===== src/rtl/fir_tdm_pkg.sv =====
// Shared types and defaults for the TDM FIR scheduler: issue FSM encoding,
// default widths and the slot-index width helper.
package fir_tdm_pkg;

  typedef enum logic [1:0] {
    ST_IDLE  = 2'd0,
    ST_ISSUE = 2'd1,
    ST_GAP   = 2'd2
  } issue_state_e;

  localparam int DEF_NUM_CH     = 2;
  localparam int DEF_IN_W       = 16;
  localparam int DEF_OUT_W      = 24;
  localparam int DEF_GAP_CYCLES = 1;
  localparam int GAP_CNT_W      = 4;

  // Slot index width, never narrower than one bit.
  function automatic int slot_w(input int n);
    int w;
    w = $clog2(n);
    return (w < 1) ? 1 : w;
  endfunction

endpackage


===== src/rtl/fir_tdm_collector.sv =====
// Reassembles channel-multiplexed FIR results into a parallel frame, checks
// the sop/eop framing and commits complete frames (or bypass frames) to the output.
module fir_tdm_collector
  import fir_tdm_pkg::*;
#(
  parameter int NUM_CH = DEF_NUM_CH,
  parameter int OUT_W  = DEF_OUT_W
) (
  input  logic                    i_clk,
  input  logic                    i_rst_n,
  input  logic [OUT_W-1:0]        i_src_data,
  input  logic                    i_src_valid,
  input  logic                    i_src_sop,
  input  logic                    i_src_eop,
  input  logic                    i_byp_valid,
  input  logic [NUM_CH*OUT_W-1:0] i_byp_frame,
  output logic [NUM_CH*OUT_W-1:0] o_out_data,
  output logic                    o_out_valid,
  output logic                    o_ferr
);

  localparam int SW = slot_w(NUM_CH);
  localparam logic [SW-1:0] LAST = SW'(NUM_CH - 1);

  logic [SW-1:0]           r_count;
  logic [OUT_W-1:0]        r_shadow [NUM_CH];
  logic [NUM_CH*OUT_W-1:0] r_out_data;
  logic                    r_out_valid;

  logic                    w_write;
  logic                    w_commit;
  logic                    w_err;
  logic [SW-1:0]           w_idx;
  logic [SW-1:0]           w_count_nxt;
  logic [NUM_CH*OUT_W-1:0] w_frame;

  // Any malformed sequence drops the partial frame and waits for a fresh sop.
  always_comb begin
    w_write     = 1'b0;
    w_commit    = 1'b0;
    w_err       = 1'b0;
    w_idx       = r_count;
    w_count_nxt = r_count;
    if (i_src_valid) begin
      if (i_src_sop) begin
        w_idx = '0;
        if (i_src_eop) begin
          w_err       = 1'b1;
          w_count_nxt = '0;
        end else begin
          w_write     = 1'b1;
          w_count_nxt = SW'(1);
        end
      end else if (r_count == '0) begin
        w_err = 1'b1;
      end else if (i_src_eop) begin
        if (r_count == LAST) begin
          w_write  = 1'b1;
          w_commit = 1'b1;
        end else begin
          w_err = 1'b1;
        end
        w_count_nxt = '0;
      end else if (r_count == LAST) begin
        w_err       = 1'b1;
        w_count_nxt = '0;
      end else begin
        w_write     = 1'b1;
        w_count_nxt = r_count + SW'(1);
      end
    end
  end

  always_comb begin
    w_frame = '0;
    for (int k = 0; k < NUM_CH; k++) begin
      w_frame[k*OUT_W +: OUT_W] = (w_write && (w_idx == SW'(k))) ? i_src_data : r_shadow[k];
    end
  end

  always_ff @(posedge i_clk or negedge i_rst_n) begin
    if (!i_rst_n) begin
      r_count     <= '0;
      r_out_data  <= '0;
      r_out_valid <= 1'b0;
      for (int k = 0; k < NUM_CH; k++) begin
        r_shadow[k] <= '0;
      end
    end else begin
      r_count     <= w_count_nxt;
      r_out_valid <= w_commit | i_byp_valid;
      if (w_write) begin
        r_shadow[w_idx] <= i_src_data;
      end
      if (i_byp_valid) begin
        r_out_data <= i_byp_frame;
      end else if (w_commit) begin
        r_out_data <= w_frame;
      end
    end
  end

  assign o_out_data  = r_out_data;
  assign o_out_valid = r_out_valid;
  assign o_ferr      = w_err;

endmodule


===== src/rtl/fir_tdm_scheduler.sv =====
// Time-slot scheduler sharing one FIR between the channels of a PCM frame and
// reassembling its output. Optional macro FIR_BYPASS_EN adds bypass_i.
module fir_tdm_scheduler
  import fir_tdm_pkg::*;
#(
  parameter int NUM_CH     = DEF_NUM_CH,
  parameter int IN_W       = DEF_IN_W,
  parameter int OUT_W      = DEF_OUT_W,
  parameter int GAP_CYCLES = DEF_GAP_CYCLES
) (
  input  logic                    AMCLK_i,
  input  logic                    nARST,
  input  logic [NUM_CH*IN_W-1:0]  in_data_i,
  input  logic                    in_valid_i,
  output logic                    in_ready_o,
  output logic [IN_W-1:0]         fir_sink_data_o,
  output logic                    fir_sink_valid_o,
  output logic                    fir_sink_sop_o,
  output logic                    fir_sink_eop_o,
  input  logic                    fir_sink_ready_i,
  input  logic [OUT_W-1:0]        fir_src_data_i,
  input  logic                    fir_src_valid_i,
  input  logic                    fir_src_sop_i,
  input  logic                    fir_src_eop_i,
  output logic [NUM_CH*OUT_W-1:0] out_data_o,
  output logic                    out_valid_o,
`ifdef FIR_BYPASS_EN
  input  logic                    bypass_i,
`endif
  input  logic                    clr_status_i,
  output logic                    overrun_o,
  output logic                    framing_err_o,
  output logic [1:0]              dbg_state_o
);

  // Handshakes: a beat moves on a clock edge where valid and ready are both
  // high; valid never waits on ready, and a stalled beat holds all its fields.

  localparam int SW = slot_w(NUM_CH);
  localparam logic [SW-1:0] LAST_SLOT = SW'(NUM_CH - 1);
  localparam logic [GAP_CNT_W-1:0] GAP_LAST =
    GAP_CNT_W'((GAP_CYCLES > 0) ? GAP_CYCLES - 1 : 0);
  localparam issue_state_e POST_FRAME = (GAP_CYCLES > 0) ? ST_GAP : ST_IDLE;

  issue_state_e            r_state;
  issue_state_e            w_next;
  logic [SW-1:0]           r_slot;
  logic [IN_W-1:0]         r_frame [NUM_CH];
  logic [GAP_CNT_W-1:0]    r_gap_cnt;
  logic                    r_alive;
  logic                    r_overrun;
  logic                    r_framing;

  logic                    w_ready;
  logic                    w_sink_valid;
  logic                    w_accept;
  logic                    w_xfer;
  logic                    w_byp_sel;
  logic                    w_byp_go;
  logic [NUM_CH*OUT_W-1:0] w_byp_frame;
  logic                    w_ferr_set;

  assign w_accept = in_valid_i & w_ready;
  assign w_xfer   = w_sink_valid & fir_sink_ready_i;

  always_ff @(posedge AMCLK_i or negedge nARST) begin
    if (!nARST) begin
      r_state <= ST_IDLE;
    end else begin
      r_state <= w_next;
    end
  end

  always_comb begin
    w_next = r_state;
    case (r_state)
      ST_IDLE:  if (w_accept) w_next = w_byp_sel ? POST_FRAME : ST_ISSUE;
      ST_ISSUE: if (w_xfer && (r_slot == LAST_SLOT)) w_next = POST_FRAME;
      ST_GAP:   if (r_gap_cnt == GAP_LAST) w_next = ST_IDLE;
      default:  w_next = ST_IDLE;
    endcase
  end

  // r_alive keeps in_ready_o low until the first edge after reset release.
  always_comb begin
    w_ready      = 1'b0;
    w_sink_valid = 1'b0;
    case (r_state)
      ST_IDLE:  w_ready      = r_alive;
      ST_ISSUE: w_sink_valid = 1'b1;
      default:  ;
    endcase
  end

  always_ff @(posedge AMCLK_i or negedge nARST) begin
    if (!nARST) begin
      r_alive   <= 1'b0;
      r_slot    <= '0;
      r_gap_cnt <= '0;
      r_overrun <= 1'b0;
      r_framing <= 1'b0;
      for (int k = 0; k < NUM_CH; k++) begin
        r_frame[k] <= '0;
      end
    end else begin
      r_alive <= 1'b1;
      if (w_accept) begin
        r_slot <= '0;
        for (int k = 0; k < NUM_CH; k++) begin
          r_frame[k] <= in_data_i[k*IN_W +: IN_W];
        end
      end else if (w_xfer) begin
        r_slot <= (r_slot == LAST_SLOT) ? '0 : r_slot + SW'(1);
      end
      r_gap_cnt <= (r_state == ST_GAP) ? r_gap_cnt + GAP_CNT_W'(1) : '0;
      if (in_valid_i && !w_ready) begin
        r_overrun <= 1'b1;
      end else if (clr_status_i) begin
        r_overrun <= 1'b0;
      end
      if (w_ferr_set) begin
        r_framing <= 1'b1;
      end else if (clr_status_i) begin
        r_framing <= 1'b0;
      end
    end
  end

`ifdef FIR_BYPASS_EN
  logic r_byp_go;

  assign w_byp_sel = bypass_i;
  assign w_byp_go  = r_byp_go;

  always_ff @(posedge AMCLK_i or negedge nARST) begin
    if (!nARST) begin
      r_byp_go <= 1'b0;
    end else begin
      r_byp_go <= w_accept & bypass_i;
    end
  end

  // Sign-extend then shift left by OUT_W-IN_W: the sample lands in the MSBs.
  always_comb begin
    w_byp_frame = '0;
    for (int k = 0; k < NUM_CH; k++) begin
      w_byp_frame[k*OUT_W +: OUT_W] = {r_frame[k], {(OUT_W-IN_W){1'b0}}};
    end
  end
`else
  assign w_byp_sel   = 1'b0;
  assign w_byp_go    = 1'b0;
  assign w_byp_frame = '0;
`endif

  fir_tdm_collector #(
    .NUM_CH (NUM_CH),
    .OUT_W  (OUT_W)
  ) u_collector (
    .i_clk       (AMCLK_i),
    .i_rst_n     (nARST),
    .i_src_data  (fir_src_data_i),
    .i_src_valid (fir_src_valid_i),
    .i_src_sop   (fir_src_sop_i),
    .i_src_eop   (fir_src_eop_i),
    .i_byp_valid (w_byp_go),
    .i_byp_frame (w_byp_frame),
    .o_out_data  (out_data_o),
    .o_out_valid (out_valid_o),
    .o_ferr      (w_ferr_set)
  );

  assign in_ready_o       = w_ready;
  assign fir_sink_valid_o = w_sink_valid;
  assign fir_sink_data_o  = w_sink_valid ? r_frame[r_slot] : '0;
  assign fir_sink_sop_o   = w_sink_valid && (r_slot == '0);
  assign fir_sink_eop_o   = w_sink_valid && (r_slot == LAST_SLOT);
  assign overrun_o        = r_overrun;
  assign framing_err_o    = r_framing;
  assign dbg_state_o      = r_state;

endmodule


===== config.mk =====
export PLATFORM = sky130hd
export DESIGN_NAME = fir_tdm_scheduler
export DESIGN_NICKNAME = d
export VERILOG_FILES = /design/src/rtl/fir_tdm_pkg.sv /design/src/rtl/fir_tdm_collector.sv /design/src/rtl/fir_tdm_scheduler.sv
export SDC_FILE = /design/constraint.sdc
export NUM_CORES = 1
export LEC_CHECK = 0
export ABC_CLOCK_PERIOD_IN_PS = 1750
export CAP_MARGIN = 20
export CORE_MARGIN = 10
export CORE_UTILIZATION = 48
export CTS_CLUSTER_SIZE = 40
export DETAILED_ROUTE_END_ITERATION = 16
export GPL_ROUTABILITY_DRIVEN = 0
export PLACE_DENSITY = 0.76
export RECOVER_POWER = 50
export SLEW_MARGIN = 25
export SYNTH_ARGS = -nofsm -noshare
export SYNTH_HDL_FRONTEND = slang
export SYNTH_HIERARCHICAL = 1
export SYNTH_SLANG_ARGS = --single-unit

===== constraint.sdc =====
create_clock -name AMCLK_i -period 1.75 [get_ports AMCLK_i]
set_clock_uncertainty 0.2 [all_clocks]
set_input_delay 0.2625 -clock AMCLK_i [delete_from_list [all_inputs] [get_ports AMCLK_i]]
set_output_delay 0.2625 -clock AMCLK_i [all_outputs]
set_load 0.02 [all_outputs]

# Word level (Yosys, flattened, before mapping)
# Index checks and enable logic that the tools add are counted.
# W data, S select, Z words.
[word_totals] reg_bits=140 latchBits=0 mem_bits_rw=0 rom_bits=0 in_bits=64 out_inout_bits=73 wordCells=78 memories=0
[op_classes] n_addsub=2 mul=0 n_div=0 order_cmp=3 n_eq_ne=5 shift=0 mux=35 n_bitwise=6 reduce_logical=14
[op_table] cell="$mux W24" n=3
[op_table] cell="$mux W16" n=4
[op_table] cell="$bwmux W48" n=1
[op_table] cell="$demux W24 S1" n=1
[op_table] cell="$mux W1" n=21
[op_table] cell="$logic_and A1 B1 Y1" n=7
[op_table] cell="$mux W2" n=3
[op_table] cell="$ne A2 B2 Y1 const B" n=3
[op_table] cell="$pmux W2 S3" n=1
[op_table] cell="$reduce_bool A2 Y1" n=3
[op_table] cell="$add A4 B1 Y4 const B" n=1
[op_table] cell="$ge A2 B2 Y1 const B" n=2
[op_table] cell="$logic_not A4 Y1" n=1
[op_table] cell="$mux W4" n=1
[op_table] cell="$not A1 Y2" n=2
[op_table] cell="$reduce_and A3 Y1" n=1
[op_table] cell="$and A1 B1 Y1" n=2
[op_table] cell="$eq A2 B1 Y1 const B" n=1
[op_table] cell="$eq A2 B2 Y1 const B" n=1
[op_table] cell="$logic_not A2 Y1" n=1
[op_table] cell="$lt A2 B1 Y1 const B" n=1
[op_table] cell="$not A1 Y1" n=2
[op_table] cell="$add A1 B1 Y1 const B" n=1
[op_table] cell="$logic_not A1 Y1" n=1

# Logic depth before layout (Yosys ltp)
[depth] ltp_word=8 ltp_mapped=5 depth_no_buf=4

# Cells and area by module
# Netlist, hierarchy kept.
[by_module_without_submodules] module="fir_tdm_collector" instances=1 cells_per_inst=269 area_each_um2=3221.8 seq_area_each_um2=1851.8
[by_module_without_submodules] module="fir_tdm_scheduler" instances=1 cells_per_inst=148 area_each_um2=1918.1 seq_area_each_um2=1051.0

# Worst setup path after synthesis
# No wires, ideal clock.
[synth_path] path_kind="reg2out" from="reg r_state[1] (netlist: dbg_state_o[1])" to="out fir_sink_data_o[0]" arrival_ns=1.332 required_ns=1.287 path_slack_ns=-0.045 path_stages_with_launch=5 n_path_buf=2 path_cell_list="dfrtp_1 > nand2b_1 > buf_2 > buf_1 > nor2_1"
[synth_between] elab_chain_len=3
[synth_lines] item="start, declared" line_no="fir_tdm_scheduler.sv:45" source="issue_state_e r_state;"
[synth_lines] item="start signal, assigned" line_no="fir_tdm_scheduler.sv:70" source="r_state <= w_next;"
[synth_lines] item="$eq A2 B1 Y1" line_no="fir_tdm_scheduler.sv:88" source="case (r_state)"
[synth_lines] item="$mux W1" line_no="fir_tdm_scheduler.sv:88"
[synth_lines] item="$mux W16" line_no="fir_tdm_scheduler.sv:175" source="assign fir_sink_data_o = w_sink_valid ? r_frame[r_slot] : '0;"
[synth_lines] item="end, declared" line_no="fir_tdm_scheduler.sv:16" source="output logic [IN_W-1:0] fir_sink_data_o,"
# No other way between the ends.

# Final worst setup path
[layout_path] from="reg r_slot" to="out fir_sink_data_o[15]"
[layout_between] elab_chain_len=5
[layout_lines] item="start, declared" line_no="fir_tdm_scheduler.sv:47" source="logic [SW-1:0] r_slot;"
[layout_lines] item="start signal, assigned" line_no="fir_tdm_scheduler.sv:113" source="r_slot <= (r_slot == LAST_SLOT) ? '0 : r_slot + SW'(1);"
[layout_lines] item="$not A1 Y2 (implied by the code)" line_no="fir_tdm_scheduler.sv:175"
[layout_lines] item="$mux W16 (implied by the code) (3 in a row)" line_no="fir_tdm_scheduler.sv:175"
[layout_lines] item="$mux W16" line_no="fir_tdm_scheduler.sv:175"
# No other way between the ends. The select of a mux whose other input is x is not followed.

==> metrics.md <==
| Metric | Value |
|---|---|
| Synthesized area | slightly above 5000 sq um |
| Comb power frac | between 30% and 40% |
| Worst hold path depth | 3 |
| Relative max-transition margin | approximately 34% |
| Critical Path Slowest Stage Cell | dfrtp_2 |
| Initial antenna violation count | 0 |
| Finished Layout Cells | approximately 800 |
| Register-to-register setup slack | -0.28 ns |
| Fin nets | about 700 |
| Number of buffers and inverters on the critical path | 2 |
| Mean cell area of the mapped netlist | approximately 12 sq um |
| # setup viols final | 63 |
| Simple-gate area share of the yosys netlist | around 7.1% |
| Worst Hold Path EP | framing_err_o$_DFFE_PN0P_ |
| Internal power | between 7000 and 8000 uW |
| PortBufs | between 100 and 150 |
| Hold Vio Cnt, Final | 0 |
| Post-route ant nets | 0 |
| Vias | between 3000 and 4000 |
| Sink Count | roughly 120 |
| Arrival @ worst endpoint | ~1.7 ns |
| Synth Area in Compound Gates | under 10% |
| GRT Util Overall | roughly a fifth |
| Delay-heaviest family, CP | flip-flops |
| CP cell instances | buf_12 > mux2i_2 > nor2_2 > buf_4 |
| Worst r2r src | dbg_state_o[0]$_DFFE_PN0P_ |
| Fmax | around 0.47 GHz |
| Seq/Total Area, Yosys | 56.48% |
| FP Rows | 37 |
| Slew Limit Fails | 0 |
| # DRC | 0 |
| H-tree lvl count | 4 |
| YS warnings | 6 |
| Commonest cells after routing, fill and taps aside | 114 x dfrtp_1, 61 x clkdlybuf4s50_1, 57 x mux2i_1 |
| Hold WC Path Type | input pin to flop |
| Layout cells sized above 1 | a little over a quarter |
| Clock power share | approximately 29% |
| Max Cap Viol | 0 |
| Fillers | 694 |
| First-pass GRT wire length | 22.80 mm |
| Slowest stage delay, CP | 0.45 ns |
| Crit end category | output pin |
| Static Leakage | between 0.003 and 0.004 uW |
| R2r worst-path depth | 7 |
| CTS clk-pin slew, worst paths | 0.06 ns |
| Max IR drop VDD | approximately 960 uV |
| Avg WL per Cell | between 15 and 20 um |
| Post-Syn Instances | about 420 |
| Vias per inst | between 4 and 5 |
| Final wirelength | 14.90 mm |
| Placed Instances | ~730 |
| Pin count of the biggest net entering global routing | just under 100 |
| Final Instance Area | between 7000 and 8000 sq um |
| Yosys cell types | 33 |
| Sequential share of power | between 30% and 40% |
| #FFs+latches synth | about 120 |
| Synthesis-to-finish area growth | 53.65% |
| Net switching power | ~3600 uW |
| Multiplexer share of the synthesized area | between 20% and 30% |
| Minimum clock period | between 2 and 2.5 ns |
| Core area | 10370 sq um |
| Worst-Margin Slew | between 0.9 and 1 ns |
| Clock Latency Late Sink | about 0.50 ns |
| Height of the die | around 120 um |
| Die width | between 100 and 150 um |
| GRT met1 Usage | approximately a quarter |
| GR Overflow Total | 0 |
| Power Total | 11420 uW |
| R2r endpoint | r_frame[29]$_DFFE_PN0P_ |
| Post-synthesis adder-cell area fraction | less than 1% |
| TritonCTS clock tree | done |
| GR Util met2 | between 30% and 40% |
| Detailed placement HPWL | just under 9 mm |
| Largest family of logic cells by synthesized area | multiplexers |
| Die area | approximately 15000 sq um |
| Post-Synth XOR/XNOR Area | 0.3408% |
| Power per cell area | about 1400 nW/um^2 |
| 1st-iter DRT viols | around 280 |
| CTS root buffer | clkbuf_8 |
| Top Usage Layer GRT | met2 |
| RSZ-0062 raised after global routing | true |
| Worst Hold Launch | clr_status_i |
| Startpoint Class | flop |
| Initial Utilization | between 40% and 50% |
| Most common cell after layout, fill and taps aside | dfrtp_1 |
| GRT met3 Usage | a little over 6% |
| Placed inst area | 6947 sq um |
| Max clock buf depth | 2 |
| Failing checks | negative setup slack |
| Number of global-route vias before repair | 4246 |
| Crit path required time | about 1.3 ns |
| Total CTS buffers | 17 |
| I/O pin cnt | about 140 |
| Crit Path Max Fanout | 7 |
| Status | finished with violations |
| Crit Path Category | flop to output pin |
| Antenna Cells | 0 |
| Final worst slack | -0.3652 ns |
| Switching Share | a little under a third |
| Crit share post-route | 120.9% |
| Dpl ws | -0.2235 ns |
| Drt pass-1 iters | 4 |
## registers in the layout, indices dropped and copies added (netlist names)
signal,count
framing_err_o,1
u_collector/r_count,1
u_collector/o_out_data,48
r_slot,1
r_gap_cnt,4
overrun_o,1
r_frame,32
u_collector/r_shadow,24
r_alive,1
dbg_state_o,2
u_collector/o_out_valid,1
## layout make-up
type	instances	area [sq um]	area share, %
Tap cell	136	170.2	2.155
Inverter	8	32.53	0.4119
Clock inverter	9	102.6	1.299
Timing Repair Buffer	178	1821	23.05
Sequential cell	116	2905	36.79
Multi-Input combinational cell	314	2400	30.39
Clock buffer	23	466.7	5.909
## cell usage after synthesis, drive strengths merged
master | number | area [sq um]
a21o | 1 | 7.510
a311oi | 1 | 8.760
a31oi | 1 | 6.260
and2 | 1 | 6.260
and4bb | 1 | 12.51
buf | 18 | 186.4
clkbuf | 9 | 33.78
conb | 2 | 7.510
dfrtp | 116 | 2903
ha | 2 | 25.02
inv | 8 | 30.03
mux2 | 56 | 645.6
mux2i | 64 | 640.6
nand2 | 49 | 183.9
nand2b | 2 | 12.51
nand3 | 1 | 5.000
nand3b | 1 | 11.26
nand4b | 1 | 8.760
nor2 | 25 | 93.84
nor3b | 2 | 15.01
nor4 | 1 | 6.260
o21ai | 50 | 250.2
o22ai | 1 | 6.260
o2bb2ai | 1 | 8.760
or2b | 1 | 7.510
xnor2 | 1 | 8.760
xor2 | 1 | 8.760
## worst max path at each step
stage,from,to,slack (ns),cells past startpoint
2_1_floorplan,dbg_state_o[1]$_DFFE_PN0P_,fir_sink_data_o[0],-0.04,4
3_3_place_gp,dbg_state_o[1]$_DFFE_PN0P_,fir_sink_data_o[1],-0.16,4
3_5_place_dp,dbg_state_o[1]$_DFFE_PN0P_,fir_sink_data_o[11],-0.22,4
4_1_cts,r_slot$_DFFE_PN0P_,fir_sink_data_o[11],-0.31,4
5_1_grt,r_slot$_DFFE_PN0P_,fir_sink_data_o[15],-0.41,4
6_report,r_slot$_DFFE_PN0P_,fir_sink_data_o[15],-0.37,4
## kinds of logic (layout without fill, tap and decap cells)
logic type,Yosys count,count (layout)
compound gates,55,55
buf+inv,35,218
other cells,2,50
simple gates,85,85
flops,116,116
mux,120,120
fa+ha+maj,2,2
xor+xnor,2,2
## worst min-delay path: cells and delay by family
family,cells,cell delay (ns)
buffers and inverters,2,0.46
AO/OA/AOI/OAI,1,0.10
## power by group through the flow
stage               registers, uW  logic, uW  clock network [uW]
finish                       3800       4320                3290
detailed placement           3720       3210                   0
CTS                          3710       3840                3350
global placement             3660       3140                   0
global route                 3860       4560                3470
floorplan                    3780       1660                   0
## what timing repair did
item	4_1_cts	5_1_grt
gates cloned	7	1
buffers inserted	11	4
endpoints found under the hold margin	116	0
setup endpoints to repair	104	57
hold buffers	1	0
pin swaps	2	3
gates resized for setup	208	46
## through the flow
stage | setup TNS [ns] | util [%] | hold slack (ns)
2_1_floorplan | -0.4324 | - | -0.2331
3_3_place_gp | -13.00 | 66.99 | 0.08347
3_5_place_dp | -15.73 | 66.99 | 0.09191
4_1_cts | -11.33 | 75.68 | 0.1032
5_1_grt | -20.42 | 76.16 | 0.1572
6_report | -13.74 | 76.16 | 0.1511
## metal layers
layer	vias to the layer above	part of all wire, %	wire length, um
met1	1915	42	6193
met3	17	7.0	1037
li1	1829	-	-
met5	-	0	0
met2	136	50	7494
met4	0	1.2	178
No activity file was read; power rests on OpenSTA's default activity.
==> variant (same flow settings) <==
`DEF_IN_W`: 16 -> 32.
--- a/src/rtl/fir_tdm_pkg.sv
+++ b/src/rtl/fir_tdm_pkg.sv
@@ -11,3 +11,3 @@
   localparam int DEF_NUM_CH     = 2;
-  localparam int DEF_IN_W       = 16;
+  localparam int DEF_IN_W       = 32;
   localparam int DEF_OUT_W      = 24;
Ports: changed (resized fir_sink_data_o and in_data_i); port bits go from 137 to 185. The function was not compared with the original's and may differ.
==> variant against the original RTL <==
The run still ends with negative setup slack left; final area rose by 33%; area after synthesis rose by 31%; fmax barely moved; critical endpoint is now fir_sink_data_o[31]; worst setup slack got worse by 0.0017 ns; sequential cell count rose by 32; combinational power rose by 68%; highest routed layer unchanged; via count rose by 31%; routed wire length rose by 40%; power rose by 42%; die area rose by 26%; largest cell class unchanged.
==> variant: results (changes against the original RTL) <==
| Metric | Value |
|---|---|
| CP Capture Point | `fir_sink_data_o[31]` |
| Vias in the first global route | `5419 (+28%)` |
| CTS clk-pin slew, worst paths | `0.06 ns (about the same)` |
| Fraction of synthesized cell area in xor and xnor cells | `0.261% (-0.080 points)` |
| Seq/Total Area, Yosys | `55.1% (-1.4 points)` |
| Multiplexer area fraction after synthesis | `28.8% (+3.7 points)` |
| RR Endpoint | `r_frame[42]` |
| Worst r2r src | `dbg_state_o[1]` |
| Number of H-tree levels | `4 (unchanged)` |
| Setup WS post-layout | `-0.367 ns (-0.00173 ns)` |
| Initial DRT Pass Iterations | `4 (unchanged)` |
| Leak | `0.00499 uW (+29%)` |
| Setup TNS | `-20.68 ns (-6.94 ns)` |
| First-pass GRT wire length | `30.9 mm (+36%)` |
| Synth Area in Compound Gates | `4.26% (-1.3 points)` |
| Layout cells sized above 1 | `35.7% (+8.7 points)` |
| # port buffers | `184 (+35%)` |
| CP max FO | `6 (-1)` |
| Final WL | `20.9 mm (+40%)` |
| Nets | `904 (+29%)` |
| Cell variety after synth | `30 (-9.1%)` |
| Final setup violation count | `101 (+60%)` |
| First DRT Iteration DRCs | `227 (-18%)` |
| CTS Root Cell | `clkbuf_16` |
| Fillers | `843 (+21%)` |
| HPWL after DPL | `12.5 mm (+41%)` |
| FFs w/ async S/R, synth | `100% (unchanged)` |
| Worst skew pair latency | `0.41 ns (-0.09 ns)` |
| Largest register FFs | `64 (+33%)` |
| Max VDD drop | `0.675 mV (-30%)` |
| Status | `finished with violations` |
| YS warnings | `6 (unchanged)` |
| Ranking of synthesized cells by area | `dfrtp_1, mux2i_1, mux2_4, mux2_2, o21ai_0` |
| GRT Util Overall | `20.0% (+0.83 points)` |
| Synth cell count leaders | `dfrtp_1, mux2i_1, mux2_2, o21ai_0, nand2_1` |
| Via density per instance | `5.11 (+2.7%)` |
| Largest reg by FF count | `r_frame` |
| Antenna diode count | `0 (unchanged)` |
| Slew headroom | `38.6% (+5.1 points)` |
| Reg2reg setup slack | `-0.25 ns (+0.03 ns)` |
| Synth Area in Adders | `0.372% (-0.11 points)` |
| Arrival time at the worst endpoint | `1.65 ns (about the same)` |
| Failing checks | `negative setup slack` |
==> variant: changes by cell type after synthesis, sizes merged, moves of 3 or more <==
cell | unedited run | this run
buf | 18 | 21
clkbuf | 9 | 13
dfrtp | 116 | 148
mux2 | 56 | 88
mux2i | 64 | 80
nor2 | 25 | 40
==> variant: area by class of cell <==
type,instances,area share (%)
multi-input cells,377,31.1
repair buffers,254,25.6
inverters,8,0.310
clock inverters,9,0.989
clock buffers,22,4.52
flip-flops and latches,148,35.3
well taps,180,2.14
==> variant: routing by layer <==
layer / vias up / wire, um / GRT usage, %
met5: - / 0 / 0
met4: 0 / 267 / 6.05
met3: 23 / 1590 / 6.95
met2: 189 / 10400 / 31.9
met1: 2570 / 8700 / 25.2
li1: 2314 / - / -
==> variant: kinds of logic (layout without fill, tap and decap cells) <==
logic type | count (synthesis) | count (layout)
multiplexers | 168 | 168
flip-flops | 148 | 148
AND/OR/NAND/NOR | 100 | 100
AO/OA/AOI/OAI | 55 | 55
buffers and inverters | 42 | 293
adder cells (fa/ha/maj) | 2 | 2
other | 2 | 50
XOR/XNOR | 2 | 2
==> variant: worst max-delay path, stage by stage (launching register included) <==
cell	delay (ns)
dfrtp_2	0.44
buf_8	0.15
buf_6	0.13
buf_6	0.11
mux2i_1	0.11
nor2_1	0.14
buf_4	0.16
==> variant: power by group <==
| group | internal (uW) | switching (uW) |
|---|---|---|
| Sequential | 4440 | 918 |
| Combinational | 4100 | 3150 |
| Clock | 2200 | 1380 |
| Total | 10700 | 5440 |
==> variant: worst min path at each step <==
| stage | from | end | slack [ns] | cells after the start |
|---|---|---|---|---|
| after CTS | nARST | r_frame[32] | 0.13 | 2 |
| after global placement | nARST | r_frame[0] | -0.003 | 1 |
| after detailed placement | nARST | r_frame[32] | -0.006 | 1 |
| after global routing | in_data_i[52] | r_frame[20] | 0.25 | 2 |
| after floorplan | nARST | dbg_state_o[0] | -0.23 | 0 |
| final | in_data_i[52] | r_frame[20] | 0.27 | 2 |
==> variant: repair_timing <==
item                       in CTS  in global routing
hold endpoints to repair      148                  0
buffers inserted               18                 17
cloned                          6                  3
resized for setup             255                115
hold buffers                    1                  0
pin swaps                       2                  7
setup endpoints to repair     153                103
==> variant: per-stage QoR <==
stage                     cells  hold WS (ns)  total power, uW  worst slack [ns]  area, sq um
after floorplan             567        -0.233             8340            -0.166         6990
after global placement      932      -0.00284            10400            -0.262         9190
after detailed placement    932      -0.00639            10600            -0.298         9190
after CTS                   988         0.128            14800            -0.382        10300
after global routing        998         0.251            16800            -0.419        10500
final                       998         0.265            16200            -0.367        10500
